--- config.mk ---
export PLATFORM = sky130hd
export DESIGN_NAME = lsu_mem_ctrl
export DESIGN_NICKNAME = d
export VERILOG_FILES = /design/src/rtl/lsu_pkg.sv /design/src/rtl/lsu_load_align.sv /design/src/rtl/lsu_mem_ctrl.sv
export SDC_FILE = /design/constraint.sdc
export NUM_CORES = 1
export LEC_CHECK = 0
export ABC_AREA = 1
export BUFFER_PORTS_ARGS = -buffer_cell sky130_fd_sc_hd__buf_2
export CORE_MARGIN = 2
export CORE_UTILIZATION = 51
export DETAILED_ROUTE_END_ITERATION = 12
export PLACE_DENSITY_LB_ADDON = 0.08
export SYNTH_ARGS = -nofsm -noshare
export SYNTH_HDL_FRONTEND = slang
export SYNTH_HIERARCHICAL = 1
export SYNTH_SLANG_ARGS = --single-unit
--- constraint.sdc ---
create_clock -name clk -period 1.9 [get_ports clk]
set_clock_uncertainty 0.15 [all_clocks]
set_input_delay 0.38 -clock clk [delete_from_list [all_inputs] [get_ports clk]]
set_output_delay 0.38 -clock clk [all_outputs]
set_load 0.01 [all_outputs]
--- src/rtl/lsu_pkg.sv ---
// Shared types and helpers for the memory-stage load/store sequencer.
// Optional feature macro: MISALIGN_TRAP_EN (adds misalignment detection helper).
package lsu_pkg;

  typedef enum logic [1:0] {
    IDLE   = 2'd0,
    REQ    = 2'd1,
    WAIT_R = 2'd2,
    DONE   = 2'd3
  } lsu_state_e;

  // RV32I load funct3 encodings
  localparam logic [2:0] LB  = 3'b000;
  localparam logic [2:0] LH  = 3'b001;
  localparam logic [2:0] LW  = 3'b010;
  localparam logic [2:0] LBU = 3'b100;
  localparam logic [2:0] LHU = 3'b101;
  // RV32I store funct3 encodings
  localparam logic [2:0] SB  = 3'b000;
  localparam logic [2:0] SH  = 3'b001;
  localparam logic [2:0] SW  = 3'b010;

  // Byte enables for a store of the given size at byte offset a.
  function automatic logic [3:0] be_gen(input logic [2:0] funct3, input logic [1:0] a);
    logic [3:0] be;
    case (funct3[1:0])
      2'b00:   be = 4'b0001 << a;
      2'b01:   be = 4'b0011 << {a[1], 1'b0};
      default: be = 4'hF;
    endcase
    return be;
  endfunction

  // Store data replicated across every lane the access may land in.
  function automatic logic [31:0] store_rep(input logic [2:0] funct3, input logic [31:0] d);
    logic [31:0] w;
    case (funct3[1:0])
      2'b00:   w = {4{d[7:0]}};
      2'b01:   w = {2{d[15:0]}};
      default: w = d;
    endcase
    return w;
  endfunction

  // funct3 legality: stores only SB/SH/SW; loads LB/LH/LW/LBU/LHU.
  function automatic logic funct3_legal(input logic we, input logic [2:0] funct3);
    logic ok;
    if (we) begin
      ok = (funct3 == SB) || (funct3 == SH) || (funct3 == SW);
    end else begin
      ok = (funct3 == LB) || (funct3 == LH) || (funct3 == LW) ||
           (funct3 == LBU) || (funct3 == LHU);
    end
    return ok;
  endfunction

`ifdef MISALIGN_TRAP_EN
  // Halfwords must be 2-byte aligned, words 4-byte aligned.
  function automatic logic misaligned(input logic [2:0] funct3, input logic [1:0] a);
    logic mis;
    case (funct3[1:0])
      2'b01:   mis = a[0];
      2'b10:   mis = (a != 2'b00);
      default: mis = 1'b0;
    endcase
    return mis;
  endfunction
`endif

endpackage

--- src/rtl/lsu_load_align.sv ---
// Combinational load extraction: selects byte/half/word from the captured
// bus word by address offset and sign- or zero-extends it per funct3.
module lsu_load_align
  import lsu_pkg::*;
(
  input  logic [2:0]  funct3_i,
  input  logic [1:0]  addr_lo_i,
  input  logic [31:0] word_i,
  output logic [31:0] data_o
);

  logic [31:0] byte_sh;
  logic [31:0] half_sh;

  // Shift the addressed lane down to bit 0, then extend by access size/signedness
  always_comb begin
    byte_sh = word_i >> {addr_lo_i, 3'b000};
    half_sh = word_i >> {addr_lo_i[1], 4'b0000};
    case (funct3_i)
      LB:      data_o = {{24{byte_sh[7]}}, byte_sh[7:0]};
      LBU:     data_o = {24'h0, byte_sh[7:0]};
      LH:      data_o = {{16{half_sh[15]}}, half_sh[15:0]};
      LHU:     data_o = {16'h0, half_sh[15:0]};
      LW:      data_o = word_i;
      default: data_o = 32'h0;
    endcase
  end

endmodule

--- src/rtl/lsu_mem_ctrl.sv ---
// Memory-stage load/store sequencer. Accepts one access per M-stage
// instruction, runs it over a req/gnt/rvalid bus while stalling the pipe,
// and returns a one-cycle done pulse with error flag and extended load data.
// Optional feature macro: MISALIGN_TRAP_EN (misaligned half/word accesses
// complete with err_o and no bus access instead of ignoring low address bits).
module lsu_mem_ctrl
  import lsu_pkg::*;
#(
  parameter int XLEN    = 32,
  parameter int TIMEOUT = 16
) (
  input  logic              clk,
  input  logic              rst_n,
  input  logic              req_valid_i,
  input  logic              req_we_i,
  input  logic [2:0]        req_funct3_i,
  input  logic [XLEN-1:0]   req_addr_i,
  input  logic [XLEN-1:0]   req_wdata_i,
  output logic              stall_o,
  output logic              done_o,
  output logic              err_o,
  output logic [XLEN-1:0]   ld_data_o,
  output logic              dmem_req_o,
  output logic              dmem_we_o,
  output logic [XLEN-1:0]   dmem_addr_o,
  output logic [XLEN/8-1:0] dmem_be_o,
  output logic [XLEN-1:0]   dmem_wdata_o,
  input  logic              dmem_gnt_i,
  input  logic              dmem_rvalid_i,
  input  logic [XLEN-1:0]   dmem_rdata_i
);

  generate
    if (XLEN != 32) begin : g_bad_xlen
      $error("lsu_mem_ctrl: XLEN must be 32");
    end
    if (TIMEOUT < 2) begin : g_bad_timeout
      $error("lsu_mem_ctrl: TIMEOUT must be >= 2");
    end
  endgenerate

  localparam int CNT_W = (TIMEOUT > 2) ? $clog2(TIMEOUT) : 1;
  localparam logic [CNT_W-1:0] CNT_LAST = CNT_W'(TIMEOUT - 1);

  lsu_state_e      state_q, state_d;
  logic [CNT_W-1:0] cnt_q, cnt_d;
  logic            err_q, err_d;
  logic [31:0]     rdata_q, rdata_d;
  logic            we_q;
  logic [2:0]      f3_q;
  logic [31:0]     addr_q;
  logic [31:0]     wdata_q;
  logic            access_ok;
  logic            timeout;
  logic [31:0]     ld_aligned;

`ifdef MISALIGN_TRAP_EN
  assign access_ok = funct3_legal(req_we_i, req_funct3_i) &
                     ~misaligned(req_funct3_i, req_addr_i[1:0]);
`else
  assign access_ok = funct3_legal(req_we_i, req_funct3_i);
`endif

  assign timeout = (cnt_q == CNT_LAST);

  // State, counter, error flag and captured read word
  always_ff @(posedge clk or negedge rst_n) begin
    if (!rst_n) begin
      state_q <= IDLE;
      cnt_q   <= '0;
      err_q   <= 1'b0;
      rdata_q <= 32'h0;
    end else begin
      state_q <= state_d;
      cnt_q   <= cnt_d;
      err_q   <= err_d;
      rdata_q <= rdata_d;
    end
  end

  // Request fields are frozen on leaving IDLE so the pipe may change them freely
  always_ff @(posedge clk or negedge rst_n) begin
    if (!rst_n) begin
      we_q    <= 1'b0;
      f3_q    <= 3'b000;
      addr_q  <= 32'h0;
      wdata_q <= 32'h0;
    end else if (state_q == IDLE && req_valid_i) begin
      we_q    <= req_we_i;
      f3_q    <= req_funct3_i;
      addr_q  <= req_addr_i;
      wdata_q <= req_wdata_i;
    end
  end

  // Next-state logic; rvalid is only honoured in WAIT_R
  always_comb begin
    state_d = state_q;
    cnt_d   = cnt_q;
    err_d   = err_q;
    rdata_d = rdata_q;
    case (state_q)
      IDLE: begin
        if (req_valid_i) begin
          if (access_ok) begin
            state_d = REQ;
            cnt_d   = '0;
            err_d   = 1'b0;
          end else begin
            state_d = DONE;
            err_d   = 1'b1;
          end
        end
      end
      REQ: begin
        cnt_d = cnt_q + 1'b1;
        if (dmem_gnt_i) begin
          if (we_q) begin
            state_d = DONE;
            err_d   = 1'b0;
          end else begin
            state_d = WAIT_R;
            cnt_d   = '0;
          end
        end else if (timeout) begin
          state_d = DONE;
          err_d   = 1'b1;
        end
      end
      WAIT_R: begin
        cnt_d = cnt_q + 1'b1;
        if (dmem_rvalid_i) begin
          rdata_d = dmem_rdata_i;
          state_d = DONE;
          err_d   = 1'b0;
        end else if (timeout) begin
          state_d = DONE;
          err_d   = 1'b1;
        end
      end
      DONE: begin
        state_d = IDLE;
      end
      default: begin
        state_d = IDLE;
      end
    endcase
  end

  lsu_load_align u_align (
    .funct3_i  (f3_q),
    .addr_lo_i (addr_q[1:0]),
    .word_i    (rdata_q),
    .data_o    (ld_aligned)
  );

  // Outputs decoded from state; bus fields only driven while requesting
  always_comb begin
    stall_o      = req_valid_i & (state_q != DONE);
    done_o       = 1'b0;
    err_o        = 1'b0;
    ld_data_o    = '0;
    dmem_req_o   = 1'b0;
    dmem_we_o    = 1'b0;
    dmem_addr_o  = '0;
    dmem_be_o    = '0;
    dmem_wdata_o = '0;
    case (state_q)
      REQ: begin
        dmem_req_o   = 1'b1;
        dmem_we_o    = we_q;
        dmem_addr_o  = {addr_q[31:2], 2'b00};
        dmem_be_o    = we_q ? be_gen(f3_q, addr_q[1:0]) : 4'hF;
        dmem_wdata_o = we_q ? store_rep(f3_q, wdata_q) : 32'h0;
      end
      DONE: begin
        done_o    = 1'b1;
        err_o     = err_q;
        ld_data_o = (!err_q && !we_q) ? ld_aligned : 32'h0;
      end
      default: begin
      end
    endcase
  end

endmodule
==> out/qor.csv <==
metric,value,unit
worst-r2r-cell-count,10,
finalNetCount,1125,
terminus_of_the_critical_flop_to_flop_path,wdata_q[1],
flow.area_growth_from_synthesis,53.1,%
floorplan.die.height,113,um
max_freq,0.427,GHz
power.density_cell_area,1800,nW/um2
place.gp.congestion,0.924,
routed_wl,20500,um
grt_setup_unrepaired,yes,
gr-usage-all-layers,27.0,%
drive_above_1_share,55.7,%
final.setup.worst_slack,-0.444,ns
first_iter_violations,417,
clock_insertion_delay_worst_skew,0.36,ns
synthDominantCellAreaShare,43.9,%
routedWlPerCell,17.6,um
first_global_vias,5966,
crit_fanout,6,
maximum_ir_drop_on_the_vdd_rail,1380,uV
cts.reportedPaths.clkPinSlew,0.08,ns
fp-row-count,39,
grt_max_degree,46,
port-buffer-count,207,
status,"finished, violations left",
placedCellCount,1115,
drt_drc_violations_left,0,
finalSetupViolCount,112,
mappedNetlistArea,6100,um2
seq_area_frac_synth,43.9,%
r2r_start,state_q[1],
critPathArrivalTime,1.81,ns
numClockSinks,107,
timing.critical_path.to_type,output pin,
timing.critical_path.to,ld_data_o[4],
route.antenna.remaining_nets,0,
core_area,11600,um2
leakage_power_figure,5.09,nW
antenna-diode-count,0,
initial_utilization,52.7,%
half_perimeter_wire_length_after_placement,12300,um
via_per_inst,5.34,
maximum_root_to_sink_buffer_count,2,
avgSynthCellArea,8.07,um2
pins_over_slew_limit,0,
r2r_slack,-0.03,ns
routed-via-count,6202,
yosys-top-cells-area,"dfrtp_1 44%, mux2_2 16%, nand2_1 10%, inv_1 7.8%, nor2_1 7.1%",
die-area,12800,um2
grt_first_pass_wirelength,27600,um
worst_hold_path.num_cells,2,
finalCritPeriodShare,123,%
antenna_found_initial,0,
layout_common_cells,"166 x buf_2, 103 x dfrtp_1, 97 x nand2_1",
finalCoreUtilization,80.7,%
synth_top_area_cell,dfrtp_1,
endpoint_required_time_on_the_critical_path,1.37,ns
clk_root_buffer_cell,clkbuf_16,
timing_hold_violations_final,0,
ys_ff_latch,107,
ys_warn_count,6,
gr-total-overflow,0,
die_width,113,um
worst_hold_path_type,in2reg,
yosys.cell_types.count,26,
htree_num_levels,3,
crit_path_start,f3_q[0],
max_cap_viols,0,
path_class,reg2out,
firstDrtPassIters,5,
num_io_pins,210,
cts_tree,built,
layout.cells.most_common,buf_2,
postSynthCellCount,755,
tritoncts.num_buffers,9,
violations,setup timing,
final_critical_path_required_period,2.34,ns
layout.cells.non_filler,1162,
worstSetupStartpointType,register,
[Yosys cell counts (all sizes together)]
cell type / instances
clkbuf: 11
buf: 23
dfrtp: 107
a211oi: 1
o21a: 1
nand3: 36
conb: 1
o221ai: 1
a21oi: 26
o22ai: 8
nand4: 1
o21ai: 32
nor3: 4
ha: 5
mux2: 87
nor2: 118
inv: 127
nand2: 165
clkinv: 1
[power breakdown]
group	leakage (nW)	total (mW)	switching [mW]	internal [mW]
Combinational	3.69	10.4	5.43	4.99
Sequential	1.26	4.54	1.12	3.42
Clock	0.136	1.83	0.914	0.913
[layout make-up]
cell class	instances	area, um2
timing repair buffer	280	2250
multi-input combinational	488	3430
clock inverter	6	56.3
fill	700	2230
timing repair inverter	1	7.51
sequential	107	2680
clock buffer	9	225
inverter	128	495
tap	143	179
[kinds of logic (layout without fill, tap and decap cells)]
| logic type | Yosys count | count (layout) | share of synthesized area, % |
|---|---|---|---|
| compound gates | 69 | 69 | 5.97 |
| fa+ha+maj | 5 | 5 | 1.03 |
| buf+inv | 162 | 424 | 11.6 |
| flops | 107 | 107 | 43.9 |
| mux | 87 | 87 | 16.1 |
| other cells | 1 | 2 | 0.0615 |
| simple gates | 324 | 325 | 21.4 |
[stage by stage]
step	setup WS (ns)	TNS, ns	area [um2]	power [mW]	hold slack, ns
3_3_place_gp	-0.00399	-0.00399	7550	11.0	0.162
3_5_place_dp	-0.0247	-0.0910	7550	11.2	0.166
6_report	-0.444	-28.18	9330	16.8	0.0957
4_1_cts	-0.377	-25.23	8400	14.4	0.0835
5_1_grt	-0.549	-35.79	9330	17.8	0.0901
2_1_floorplan	0.0139	0	6120	8.76	-0.0656
[state kept, by name (all words and copies together) (netlist names)]
| register | cells |
|---|---|
| addr_q | 32 |
| f3_q | 3 |
| state_q | 2 |
| rdata_q | 32 |
| err_q | 1 |
| we_q | 1 |
| wdata_q | 32 |
| cnt_q | 4 |
[critical path: stages (launching register included)]
cell     delay (ns)
dfrtp_2        0.48
buf_6          0.17
inv_8          0.05
a21oi_4        0.15
buf_6          0.15
nand2_1        0.07
nand3_1        0.09
inv_1          0.05
nor2_1         0.11
buf_2          0.14
[layer usage]
layer / global-route usage (%) / vias up / routed length (um)
met2: 48.0 / 315 / 10700
met4: 11.5 / 0 / 759
met3: 8.52 / 58 / 1430
li1: - / 2863 / -
met5: 0 / - / 0
met1: 29.8 / 2966 / 7600
[what timing repair did]
item                                   CTS  global route
setup endpoints to repair              102           161
resized for setup                      120           215
endpoints found under the hold margin   23             0
gates cloned                             4             9
hold buffers                             1             0
pin swaps                                7            37
buffers inserted                        14             9
[worst min-delay path by stage]
stage	start	endpoint	slack, ns
floorplan	rst_n	addr_q[0]	-0.07
global placement	rst_n	rdata_q[9]	0.16
detailed placement	rst_n	rdata_q[8]	0.17
CTS	req_addr_i[9]	addr_q[9]	0.08
global route	req_addr_i[8]	addr_q[8]	0.09
finish	req_addr_i[8]	addr_q[8]	0.1
Power figures use the tool's default switching activity.
